--- src/rtl/frv_pipeline_retire_if.sv ---
// Stage-4 bundle, data-memory response and retire/trap/GPR/forwarding signals
// shared between the frv memory stage, the retire stage and the register file.
interface frv_pipeline_retire_if #(
   parameter int XLEN = 32,
   parameter int OP_W = 5,
   parameter int FU_W = 5
);
   logic            flush;
   logic [4:0]      s4_rd;
   logic [XLEN-1:0] s4_opr_a;
   logic [XLEN-1:0] s4_opr_b;
   logic [OP_W-1:0] s4_uop;
   logic [FU_W-1:0] s4_fu;
   logic            s4_trap;
   logic [1:0]      s4_size;
   logic [31:0]     s4_instr;
   logic            s4_valid;
   logic            s4_busy;
   logic            dmem_recv;
   logic            dmem_error;
   logic [XLEN-1:0] dmem_rdata;
   logic            gpr_wen;
   logic [4:0]      gpr_rd;
   logic [XLEN-1:0] gpr_wdata;
   logic            trap_valid;
   logic [5:0]      trap_cause;
   logic [31:0]     trap_instr;
   logic            instr_ret;
   logic [31:0]     ret_instr;
   logic [4:0]      fwd_s4_rd;
   logic [XLEN-1:0] fwd_s4_wdata;
   logic            fwd_s4_load;
   logic            rsp_overflow;
   logic            dbg_state;      // 1 while draining an orphaned response
   logic            dbg_buf_valid;

   modport master (
      output flush, s4_rd, s4_opr_a, s4_opr_b, s4_uop, s4_fu, s4_trap, s4_size,
             s4_instr, s4_valid, dmem_recv, dmem_error, dmem_rdata,
      input  s4_busy, gpr_wen, gpr_rd, gpr_wdata, trap_valid, trap_cause,
             trap_instr, instr_ret, ret_instr, fwd_s4_rd, fwd_s4_wdata,
             fwd_s4_load, rsp_overflow, dbg_state, dbg_buf_valid
   );

   modport slave (
      input  flush, s4_rd, s4_opr_a, s4_opr_b, s4_uop, s4_fu, s4_trap, s4_size,
             s4_instr, s4_valid, dmem_recv, dmem_error, dmem_rdata,
      output s4_busy, gpr_wen, gpr_rd, gpr_wdata, trap_valid, trap_cause,
             trap_instr, instr_ret, ret_instr, fwd_s4_rd, fwd_s4_wdata,
             fwd_s4_load, rsp_overflow, dbg_state, dbg_buf_valid
   );
endinterface

--- src/rtl/frv_pipeline_retire.sv ---
// frv writeback/retire stage: pairs LSU ops with in-order memory responses,
// aligns load data, writes the GPR file, raises traps and pulses retire.
module frv_pipeline_retire #(
   parameter int XLEN = 32,
   parameter int OP_W = 5,
   parameter int FU_W = 5
) (
   input logic                  g_clk,
   input logic                  g_reset,
   frv_pipeline_retire_if.slave bus
);
   localparam int FU_LSU = 2;

   typedef enum logic {ST_RUN = 1'b0, ST_DRAIN = 1'b1} state_t;

   state_t          state_q, state_d;
   logic            buf_valid_q, buf_valid_d;
   logic            buf_error_q, buf_error_d;
   logic [XLEN-1:0] buf_rdata_q, buf_rdata_d;
   logic            overflow_q, overflow_d;
   logic            gpr_wen_q, gpr_wen_d;
   logic [4:0]      gpr_rd_q, gpr_rd_d;
   logic [XLEN-1:0] gpr_wdata_q, gpr_wdata_d;
   logic            trap_valid_q, trap_valid_d;
   logic [5:0]      trap_cause_q, trap_cause_d;
   logic [31:0]     trap_instr_q, trap_instr_d;
   logic            instr_ret_q, instr_ret_d;
   logic [31:0]     ret_instr_q, ret_instr_d;

   logic            is_lsu, in_run, rsp_avail, lsu_wait, busy;
   logic            consume, consume_buf, consume_live, retire;
   logic            rsp_err;
   logic [XLEN-1:0] rsp_data, load_data;
   logic [7:0]      ld_byte;
   logic [15:0]     ld_half;
   logic            unused_inputs;

   // Handshake: the bundle on s4_* is taken (retired or flushed) on any clock
   // edge where s4_valid is high and s4_busy is low; while s4_busy is high the
   // producer holds the bundle stable. dmem_recv has no back-pressure.
   always_comb begin
      is_lsu       = bus.s4_fu[FU_LSU];
      in_run       = (state_q == ST_RUN);
      rsp_avail    = buf_valid_q || bus.dmem_recv;
      lsu_wait     = bus.s4_valid && is_lsu && !bus.s4_trap;
      busy         = (lsu_wait && !rsp_avail) || !in_run;
      // A flushed LSU still swallows the response it was owed.
      consume      = in_run && lsu_wait && rsp_avail;
      consume_buf  = consume && buf_valid_q;
      consume_live = consume && !buf_valid_q;
      retire       = in_run && bus.s4_valid && !busy && !bus.flush;

      rsp_err  = buf_valid_q ? buf_error_q : bus.dmem_error;
      rsp_data = buf_valid_q ? buf_rdata_q : bus.dmem_rdata;
      ld_byte  = rsp_data[{bus.s4_opr_b[1:0], 3'b000} +: 8];
      ld_half  = rsp_data[{bus.s4_opr_b[1], 4'b0000} +: 16];
      case (bus.s4_uop[2:1])
         2'b01:   load_data = {{(XLEN-8){bus.s4_uop[0] & ld_byte[7]}}, ld_byte};
         2'b10:   load_data = {{(XLEN-16){bus.s4_uop[0] & ld_half[15]}}, ld_half};
         default: load_data = rsp_data;
      endcase

      gpr_wen_d    = 1'b0;
      gpr_rd_d     = 5'd0;
      gpr_wdata_d  = '0;
      trap_valid_d = 1'b0;
      trap_cause_d = 6'd0;
      trap_instr_d = 32'd0;
      instr_ret_d  = 1'b0;
      ret_instr_d  = 32'd0;
      if (retire) begin
         instr_ret_d = 1'b1;
         ret_instr_d = bus.s4_instr;
         if (bus.s4_trap) begin
            trap_valid_d = 1'b1;
            trap_cause_d = {1'b0, bus.s4_rd};
            trap_instr_d = bus.s4_instr;
         end else if (is_lsu && rsp_err) begin
            trap_valid_d = 1'b1;
            trap_cause_d = bus.s4_uop[4] ? 6'd7 : 6'd5;
            trap_instr_d = bus.s4_instr;
         end else if ((!is_lsu || bus.s4_uop[3]) && bus.s4_rd != 5'd0) begin
            gpr_wen_d   = 1'b1;
            gpr_rd_d    = bus.s4_rd;
            gpr_wdata_d = is_lsu ? load_data : bus.s4_opr_a;
         end
      end

      state_d     = state_q;
      buf_valid_d = buf_valid_q;
      buf_error_d = buf_error_q;
      buf_rdata_d = buf_rdata_q;
      overflow_d  = overflow_q;
      if (in_run) begin
         if (consume_buf) begin
            buf_valid_d = 1'b0;
         end
         if (bus.dmem_recv && !consume_live) begin
            if (buf_valid_q && !consume_buf) begin
               overflow_d = 1'b1;
            end else begin
               buf_valid_d = 1'b1;
               buf_error_d = bus.dmem_error;
               buf_rdata_d = bus.dmem_rdata;
            end
         end
         if (bus.flush && lsu_wait && !rsp_avail) begin
            state_d = ST_DRAIN;
         end
      end else if (bus.dmem_recv) begin
         // The orphaned response is dropped here rather than buffered.
         state_d = ST_RUN;
      end
   end

   always_ff @(posedge g_clk) begin
      if (g_reset) begin
         state_q      <= ST_RUN;
         buf_valid_q  <= 1'b0;
         buf_error_q  <= 1'b0;
         buf_rdata_q  <= '0;
         overflow_q   <= 1'b0;
         gpr_wen_q    <= 1'b0;
         gpr_rd_q     <= 5'd0;
         gpr_wdata_q  <= '0;
         trap_valid_q <= 1'b0;
         trap_cause_q <= 6'd0;
         trap_instr_q <= 32'd0;
         instr_ret_q  <= 1'b0;
         ret_instr_q  <= 32'd0;
      end else begin
         state_q      <= state_d;
         buf_valid_q  <= buf_valid_d;
         buf_error_q  <= buf_error_d;
         buf_rdata_q  <= buf_rdata_d;
         overflow_q   <= overflow_d;
         gpr_wen_q    <= gpr_wen_d;
         gpr_rd_q     <= gpr_rd_d;
         gpr_wdata_q  <= gpr_wdata_d;
         trap_valid_q <= trap_valid_d;
         trap_cause_q <= trap_cause_d;
         trap_instr_q <= trap_instr_d;
         instr_ret_q  <= instr_ret_d;
         ret_instr_q  <= ret_instr_d;
      end
   end

   assign bus.s4_busy       = busy;
   assign bus.gpr_wen       = gpr_wen_q;
   assign bus.gpr_rd        = gpr_rd_q;
   assign bus.gpr_wdata     = gpr_wdata_q;
   assign bus.trap_valid    = trap_valid_q;
   assign bus.trap_cause    = trap_cause_q;
   assign bus.trap_instr    = trap_instr_q;
   assign bus.instr_ret     = instr_ret_q;
   assign bus.ret_instr     = ret_instr_q;
   assign bus.fwd_s4_rd     = bus.s4_valid ? bus.s4_rd : 5'd0;
   assign bus.fwd_s4_wdata  = bus.s4_opr_a;
   assign bus.fwd_s4_load   = lsu_wait && bus.s4_uop[3] && busy;
   assign bus.rsp_overflow  = overflow_q;
   assign bus.dbg_state     = state_q;
   assign bus.dbg_buf_valid = buf_valid_q;

   assign unused_inputs = ^{bus.s4_size, bus.s4_opr_b, bus.s4_fu};
endmodule

--- src/flat_wrapper.sv ---
// flat-port wrapper written by rule: the top's interface ports become plain ports
module frv_pipeline_retire_flat 
#(
   parameter int XLEN = 32,
   parameter int OP_W = 5,
   parameter int FU_W = 5
)
  (g_clk, g_reset, bus_flush, bus_s4_rd, bus_s4_opr_a, bus_s4_opr_b, bus_s4_uop, bus_s4_fu, bus_s4_trap, bus_s4_size, bus_s4_instr, bus_s4_valid, bus_dmem_recv, bus_dmem_error, bus_dmem_rdata, bus_s4_busy, bus_gpr_wen, bus_gpr_rd, bus_gpr_wdata, bus_trap_valid, bus_trap_cause, bus_trap_instr, bus_instr_ret, bus_ret_instr, bus_fwd_s4_rd, bus_fwd_s4_wdata, bus_fwd_s4_load, bus_rsp_overflow, bus_dbg_state, bus_dbg_buf_valid);
  frv_pipeline_retire_if #(.XLEN(XLEN), .OP_W(OP_W), .FU_W(FU_W)) bus_i ();
  input logic g_clk;
  input logic g_reset;
  input wire logic [$bits(bus_i.flush)-1:0] bus_flush;
  input wire logic [$bits(bus_i.s4_rd)-1:0] bus_s4_rd;
  input wire logic [$bits(bus_i.s4_opr_a)-1:0] bus_s4_opr_a;
  input wire logic [$bits(bus_i.s4_opr_b)-1:0] bus_s4_opr_b;
  input wire logic [$bits(bus_i.s4_uop)-1:0] bus_s4_uop;
  input wire logic [$bits(bus_i.s4_fu)-1:0] bus_s4_fu;
  input wire logic [$bits(bus_i.s4_trap)-1:0] bus_s4_trap;
  input wire logic [$bits(bus_i.s4_size)-1:0] bus_s4_size;
  input wire logic [$bits(bus_i.s4_instr)-1:0] bus_s4_instr;
  input wire logic [$bits(bus_i.s4_valid)-1:0] bus_s4_valid;
  input wire logic [$bits(bus_i.dmem_recv)-1:0] bus_dmem_recv;
  input wire logic [$bits(bus_i.dmem_error)-1:0] bus_dmem_error;
  input wire logic [$bits(bus_i.dmem_rdata)-1:0] bus_dmem_rdata;
  output wire logic [$bits(bus_i.s4_busy)-1:0] bus_s4_busy;
  output wire logic [$bits(bus_i.gpr_wen)-1:0] bus_gpr_wen;
  output wire logic [$bits(bus_i.gpr_rd)-1:0] bus_gpr_rd;
  output wire logic [$bits(bus_i.gpr_wdata)-1:0] bus_gpr_wdata;
  output wire logic [$bits(bus_i.trap_valid)-1:0] bus_trap_valid;
  output wire logic [$bits(bus_i.trap_cause)-1:0] bus_trap_cause;
  output wire logic [$bits(bus_i.trap_instr)-1:0] bus_trap_instr;
  output wire logic [$bits(bus_i.instr_ret)-1:0] bus_instr_ret;
  output wire logic [$bits(bus_i.ret_instr)-1:0] bus_ret_instr;
  output wire logic [$bits(bus_i.fwd_s4_rd)-1:0] bus_fwd_s4_rd;
  output wire logic [$bits(bus_i.fwd_s4_wdata)-1:0] bus_fwd_s4_wdata;
  output wire logic [$bits(bus_i.fwd_s4_load)-1:0] bus_fwd_s4_load;
  output wire logic [$bits(bus_i.rsp_overflow)-1:0] bus_rsp_overflow;
  output wire logic [$bits(bus_i.dbg_state)-1:0] bus_dbg_state;
  output wire logic [$bits(bus_i.dbg_buf_valid)-1:0] bus_dbg_buf_valid;
  assign bus_i.flush = bus_flush;
  assign bus_i.s4_rd = bus_s4_rd;
  assign bus_i.s4_opr_a = bus_s4_opr_a;
  assign bus_i.s4_opr_b = bus_s4_opr_b;
  assign bus_i.s4_uop = bus_s4_uop;
  assign bus_i.s4_fu = bus_s4_fu;
  assign bus_i.s4_trap = bus_s4_trap;
  assign bus_i.s4_size = bus_s4_size;
  assign bus_i.s4_instr = bus_s4_instr;
  assign bus_i.s4_valid = bus_s4_valid;
  assign bus_i.dmem_recv = bus_dmem_recv;
  assign bus_i.dmem_error = bus_dmem_error;
  assign bus_i.dmem_rdata = bus_dmem_rdata;
  assign bus_s4_busy = bus_i.s4_busy;
  assign bus_gpr_wen = bus_i.gpr_wen;
  assign bus_gpr_rd = bus_i.gpr_rd;
  assign bus_gpr_wdata = bus_i.gpr_wdata;
  assign bus_trap_valid = bus_i.trap_valid;
  assign bus_trap_cause = bus_i.trap_cause;
  assign bus_trap_instr = bus_i.trap_instr;
  assign bus_instr_ret = bus_i.instr_ret;
  assign bus_ret_instr = bus_i.ret_instr;
  assign bus_fwd_s4_rd = bus_i.fwd_s4_rd;
  assign bus_fwd_s4_wdata = bus_i.fwd_s4_wdata;
  assign bus_fwd_s4_load = bus_i.fwd_s4_load;
  assign bus_rsp_overflow = bus_i.rsp_overflow;
  assign bus_dbg_state = bus_i.dbg_state;
  assign bus_dbg_buf_valid = bus_i.dbg_buf_valid;
  frv_pipeline_retire #(.XLEN(XLEN), .OP_W(OP_W), .FU_W(FU_W)) u_core (.g_clk(g_clk), .g_reset(g_reset), .bus(bus_i));
endmodule
--- config.mk ---
export PLATFORM = sky130hd
export DESIGN_NAME = frv_pipeline_retire_flat
export DESIGN_NICKNAME = d
export VERILOG_FILES = /design/src/rtl/frv_pipeline_retire_if.sv /design/src/rtl/frv_pipeline_retire.sv /design/src/flat_wrapper.sv
export SDC_FILE = /design/constraint.sdc
export NUM_CORES = 1
export LEC_CHECK = 0
export ABC_AREA = 1
export BUFFER_PORTS_ARGS = -buffer_cell sky130_fd_sc_hd__buf_2
export CAP_MARGIN = 20
export CORE_ASPECT_RATIO = 1.5
export CORE_UTILIZATION = 36
export DETAILED_ROUTE_END_ITERATION = 6
export PLACE_DENSITY = 0.73
export RECOVER_POWER = 100
export SLEW_MARGIN = 30
export SYNTH_ARGS = -nofsm -noshare
export SYNTH_HDL_FRONTEND = slang
export SYNTH_SLANG_ARGS = --single-unit
--- constraint.sdc ---
create_clock -name g_clk -period 1.7 [get_ports g_clk]
set_input_delay 0.34 -clock g_clk [delete_from_list [all_inputs] [get_ports g_clk]]
set_output_delay 0.34 -clock g_clk [all_outputs]
set_load 0.02 [all_outputs]
# Word level (Yosys, flattened, before mapping)
# Index checks and enable logic that the tools add are counted.
[op_classes] muxes=20 shifts=2 bitwise=7 addsub=0 div=0 mul=0 n_eq_ne=2 magnitude_cmp=0 n_reduce_logical=36
[ops] cell="$mux W32" count=4
[ops] cell="$pmux W32 S2" count=1
[ops] cell="$shiftx A32 B6 Y16" count=1
[ops] cell="$shiftx A32 B6 Y8" count=1
[ops] cell="$logic_and A1 B1 Y1" count=18
[ops] cell="$mux W5" count=3
[ops] cell="$mux W1" count=11
[ops] cell="$logic_not A1 Y1" count=8
[ops] cell="$reduce_or A4 Y1" count=2
[ops] cell="$reduce_and A3 Y1" count=2
[ops] cell="$not A1 Y1" count=5
[ops] cell="$reduce_bool A5 Y1" count=1
[ops] cell="$reduce_or A5 Y1" count=1
[ops] cell="$logic_or A1 B1 Y1" count=3
[ops] cell="$and A1 B1 Y1" count=2
[ops] cell="$eq A2 B1 Y1 const B" count=1
[ops] cell="$eq A2 B2 Y1 const B" count=1
[ops] cell="$mux W2" count=1
[ops] cell="$reduce_or A2 Y1" count=1
[totals] ramBits=0 elab_cells=81 mem_count=0 register_bits=146 mem_bits_ro=0 inputBits=152 latchBits=0 output_inout_bits=152

# Logic depth before layout (Yosys ltp)
[logic_depth] ltp_word=9 depth_mapped=12

# Least setup slack after synthesis
# OpenSTA, ideal clock, no wires.
[synth_path] kind="input port to output port" from="input port bus_s4_trap" to="output port bus_fwd_s4_load" t_arrival_ps=1221 stages=5 required_ps=1360 n_path_buf=1 path_slack_ps=139 cell_sequence="buf_2 -> nor2_4 -> nand2_1 -> nand2_1 -> and3_1"
[synth_via] elab_chain_len=5
[synth_rtl] item="start, declared" line_no="flat_wrapper.sv:18" source="input wire logic [$bits(bus_i.s4_trap)-1:0] bus_s4_trap;"
[synth_rtl] item="$logic_not A1 Y1" line_no="frv_pipeline_retire.sv:45" source="lsu_wait = bus.s4_valid && is_lsu && !bus.s4_trap;"
[synth_rtl] item="$logic_and A1 B1 Y1" line_no="frv_pipeline_retire.sv:45"
[synth_rtl] item="$logic_and A1 B1 Y1" line_no="frv_pipeline_retire.sv:46" source="busy = (lsu_wait && !rsp_avail) || !in_run;"
[synth_rtl] item="$logic_or A1 B1 Y1" line_no="frv_pipeline_retire.sv:46"
[synth_rtl] item="named net bus_s4_busy" line_no="flat_wrapper.sv:25" source="output wire logic [$bits(bus_i.s4_busy)-1:0] bus_s4_busy;"
[synth_rtl] item="$logic_and A1 B1 Y1" line_no="frv_pipeline_retire.sv:159" source="assign bus.fwd_s4_load = lsu_wait && bus.s4_uop[3] && busy;"
[synth_rtl] item="end, declared" line_no="flat_wrapper.sv:36" source="output wire logic [$bits(bus_i.fwd_s4_load)-1:0] bus_fwd_s4_load;"
# The timed path passes the listed nets, and every way through them passes these cells.

# Worst setup path in the final report
[layout_path] from="register u_core.buf_valid_q (netlist: u_core.bus.dbg_buf_valid)" to="output port bus_fwd_s4_load"
[layout_via] elab_chain_len=5
[layout_rtl] item="start, declared" line_no="frv_pipeline_retire.sv:17" source="logic buf_valid_q, buf_valid_d;"
[layout_rtl] item="start signal, assigned" line_no="frv_pipeline_retire.sv:133" source="buf_valid_q <= buf_valid_d;"
[layout_rtl] item="$logic_or A1 B1 Y1" line_no="frv_pipeline_retire.sv:44" source="rsp_avail = buf_valid_q || bus.dmem_recv;"
[layout_rtl] item="$logic_not A1 Y1" line_no="frv_pipeline_retire.sv:46"
[layout_rtl] item="$logic_and A1 B1 Y1" line_no="frv_pipeline_retire.sv:46"
[layout_rtl] item="$logic_or A1 B1 Y1" line_no="frv_pipeline_retire.sv:46"
[layout_rtl] item="$logic_and A1 B1 Y1" line_no="frv_pipeline_retire.sv:159"
# No other way between the ends.

==> impl_metrics.tcl <==
set metrics [dict create \
    fmax_mhz 579 \
    grt_pass1_wl_mm 28.1 \
    multi_input_area_um2 2470 \
    grt_busiest_layer "met2" \
    grt_use_met2 0.368 \
    ant_nets 0 \
    synth-seq-cells 145 \
    root_buffer "clkbuf_16" \
    gp_congestion 0.967 \
    use_met1 0.236 \
    ios 304 \
    cp-end-kind "output port" \
    power.switching_mw 2.48 \
    viasPerCell 4.56 \
    intPower_mw 6.39 \
    power_density_nw_per_um2 1080 \
    synth_cell_type_count 38 \
    crit_fanout 3 \
    dr.pass1.iters 4 \
    port_buffers 266 \
    yosysWarnings 0 \
    path_clk_slew_ns 0.06 \
    cts_buffer_depth 2 \
    synth_top_area_frac 0.465 \
    die_x_um 109 \
    row_count 58 \
    clk_latency_ns 0.41 \
    num_vias 5900 \
    ff_latch_area_um2 2910 \
    start_util 0.371 \
    hold_class "primary input to flop" \
    clkPwrFrac 0.447 \
    core_um2 16800 \
    wl_per_cell_um 15.1 \
    crit_type "flop to output port" \
    swShare 0.279 \
    syn_inst 816 \
    cts_buffers 17 \
    p_leak_nw 3.94 \
    ys_top_cells_by_area "dfxtp_1, nand2_1, nor2_1" \
    track_usage 0.211 \
    layout.nets 1224 \
    postSynthAreaPerCell_um2 7.65 \
    status "complete, but fails checks" \
    ir_drop_mv 0.532 \
    synth_top_area_cell "dfxtp_1" \
    grt_max_degree 35 \
    layout_setup_ws_ns -0.0265 \
    overflow 0 \
    cts_num_sinks 145 \
    fin_skew_ns 0.0130 \
    syn_nets 970 \
    cts_tree "done" \
    drt_wl_total_mm 19.6 \
    cp.required_ns 1.36 \
    sequentialPowerShare 0.403 \
    ys_seq_area_frac 0.465 \
    drv_cap 0 \
    drv_slew 0 \
    grt_pass1_vias 5381 \
    hpwl_mm 14.6 \
    setup_violations 1 \
    n_antenna_cell 0 \
    drive_gt1_frac 0.257 \
    antenna_found_initial 0 \
    violations "setup timing" \
    drcViolationCount 0 \
    place_ws_ns -0.100 \
    fill_cells 1729 \
    pwr-share-comb 0.150 \
    hold_viol 0 \
    syn_area_um2 6240 \
    worst_ep_arrival_time_ns 1.39 \
    die_area_um2 17900 \
    h-tree-depth 4 \
    area_growth_pct 32.1 \
    fin_crit_ns 1.73 \
    rsz0062_at_grt "yes" \
    cp-start-kind "flop" \
    dieHeight_um 163 \
    drtIter0Drc 293 \
    timing.final.crit_share 1.02 \
    met3_usage 0.0539 \
    fin_tns_setup_ns -0.0265 \
]
==> cell type report <==
type / instances / area share
Sequential cell: 145 / 0.353
Multi-Input combinational cell: 507 / 0.299
Clock inverter: 13 / 0.0211
Tap cell: 210 / 0.0319
Clock buffer: 19 / 0.0538
Timing Repair Buffer: 311 / 0.200
Inverter: 88 / 0.0413
==> synthesized netlist by cell type, drive strengths merged <==
master and n:
conb 1, ha 2, inv 88, or2 22, nand3 53, o21a 1, o21bai 1, clkbuf 11
buf 65, dfxtp 145, o22ai 4, and3 1, nor3 3, a31oi 2, a2111oi 1, nor3b 4
o21ai 48, a21oi 55, nand2 162, and2 1, nor2 146
==> worst max-delay path, stage by stage (launching register included) <==
cell	delay (ns)
dfxtp_4	0.35
buf_6	0.11
nor2_2	0.07
nand2_1	0.07
nand2_2	0.08
and3_4	0.18
buf_6	0.11
==> cells in the final DEF, fill, tap and decap left out, types with 2 or more instances in the layout <==
master / instances
nor3_1: 2
clkbuf_16: 19
dfxtp_1: 144
buf_4: 26
nor3b_2: 4
ha_1: 2
o22ai_1: 4
or2_2: 22
inv_1: 85
buf_12: 7
nor2_2: 13
bufinv_16: 3
clkbuf_1: 148
a21oi_1: 38
nand2_1: 157
o21ai_1: 30
nand2_2: 3
inv_8: 2
buf_6: 10
nor2_1: 131
nand3_1: 41
a31oi_1: 2
clkinvlp_4: 2
inv_6: 5
a21oi_2: 17
nand3_2: 12
nor2_4: 2
o21ai_0: 17
buf_2: 119
==> logic make-up (layout without fill, tap and decap cells) <==
kind of cell	Yosys count	after routing	share of synthesized area
AO/OA/AOI/OAI	112	112	0.102
buffers and inverters	164	431	0.148
other	1	1	0.000601
adder cells (fa/ha/maj)	2	2	0.00401
AND/OR/NAND/NOR	392	392	0.280
flip-flops	145	145	0.465
==> power by group through the flow <==
stage                     Clock [mW]  Combinational, mW  Sequential (mW)
final                           3.96               1.33             3.58
after global routing            4.17               1.47             3.59
after CTS                       4.03               1.32             3.57
after detailed placement           0               1.30             3.65
after global placement             0               1.29             3.65
after floorplan                    0              0.810             3.72
==> registers in the layout, summed over array words and instances (netlist names), 5 cells and up <==
register / count
u_core.bus.trap_instr: 32
u_core.bus.trap_cause: 5
u_core.buf_rdata_q: 32
u_core.bus.gpr_rd: 5
u_core.bus.gpr_wdata: 32
u_core.bus.ret_instr: 32
==> routing by layer <==
layer,up-vias,wire length (um),share of wire
met3,36,1470,0.075
met2,250,9620,0.49
met4,0,799,0.041
met5,-,0,0
li1,3002,-,-
met1,2612,7690,0.39
==> metrics by stage <==
stage	power, mW	instance area (um2)	utilization	hold slack (ns)	cells
floorplan	4.53	6240	-	0.409	816
global placement	4.94	7610	0.452	0.439	1252
detailed placement	4.95	7610	0.452	0.444	1252
CTS	8.92	8270	0.491	0.100	1287
global route	9.23	8240	0.489	0.122	1293
finish	8.87	8240	0.489	0.116	1293
==> what timing repair did <==
| action | 4_1_cts | 5_1_grt |
|---|---|---|
| setup endpoints to repair | 59 | 34 |
| cloned | 0 | 3 |
| hold buffers | 0 | 0 |
| buffers inserted | 3 | 3 |
| resized for setup | 8 | 23 |
| pin swaps | 1 | 2 |
==> worst paths after layout <==
kind	start	endpoint	slack, ns	cells past startpoint
setup reg to reg	u_core.bus.dbg_buf_valid	u_core.bus.gpr_wdata[3]	0.05	8
setup / recovery	u_core.bus.dbg_buf_valid	bus_fwd_s4_load	-0.03	6
hold / removal	g_reset	u_core.bus.rsp_overflow	0.12	2
hold reg to reg	u_core.bus.rsp_overflow	u_core.bus.rsp_overflow	0.46	2
Note: power is estimated with default switching activity, not from simulation.
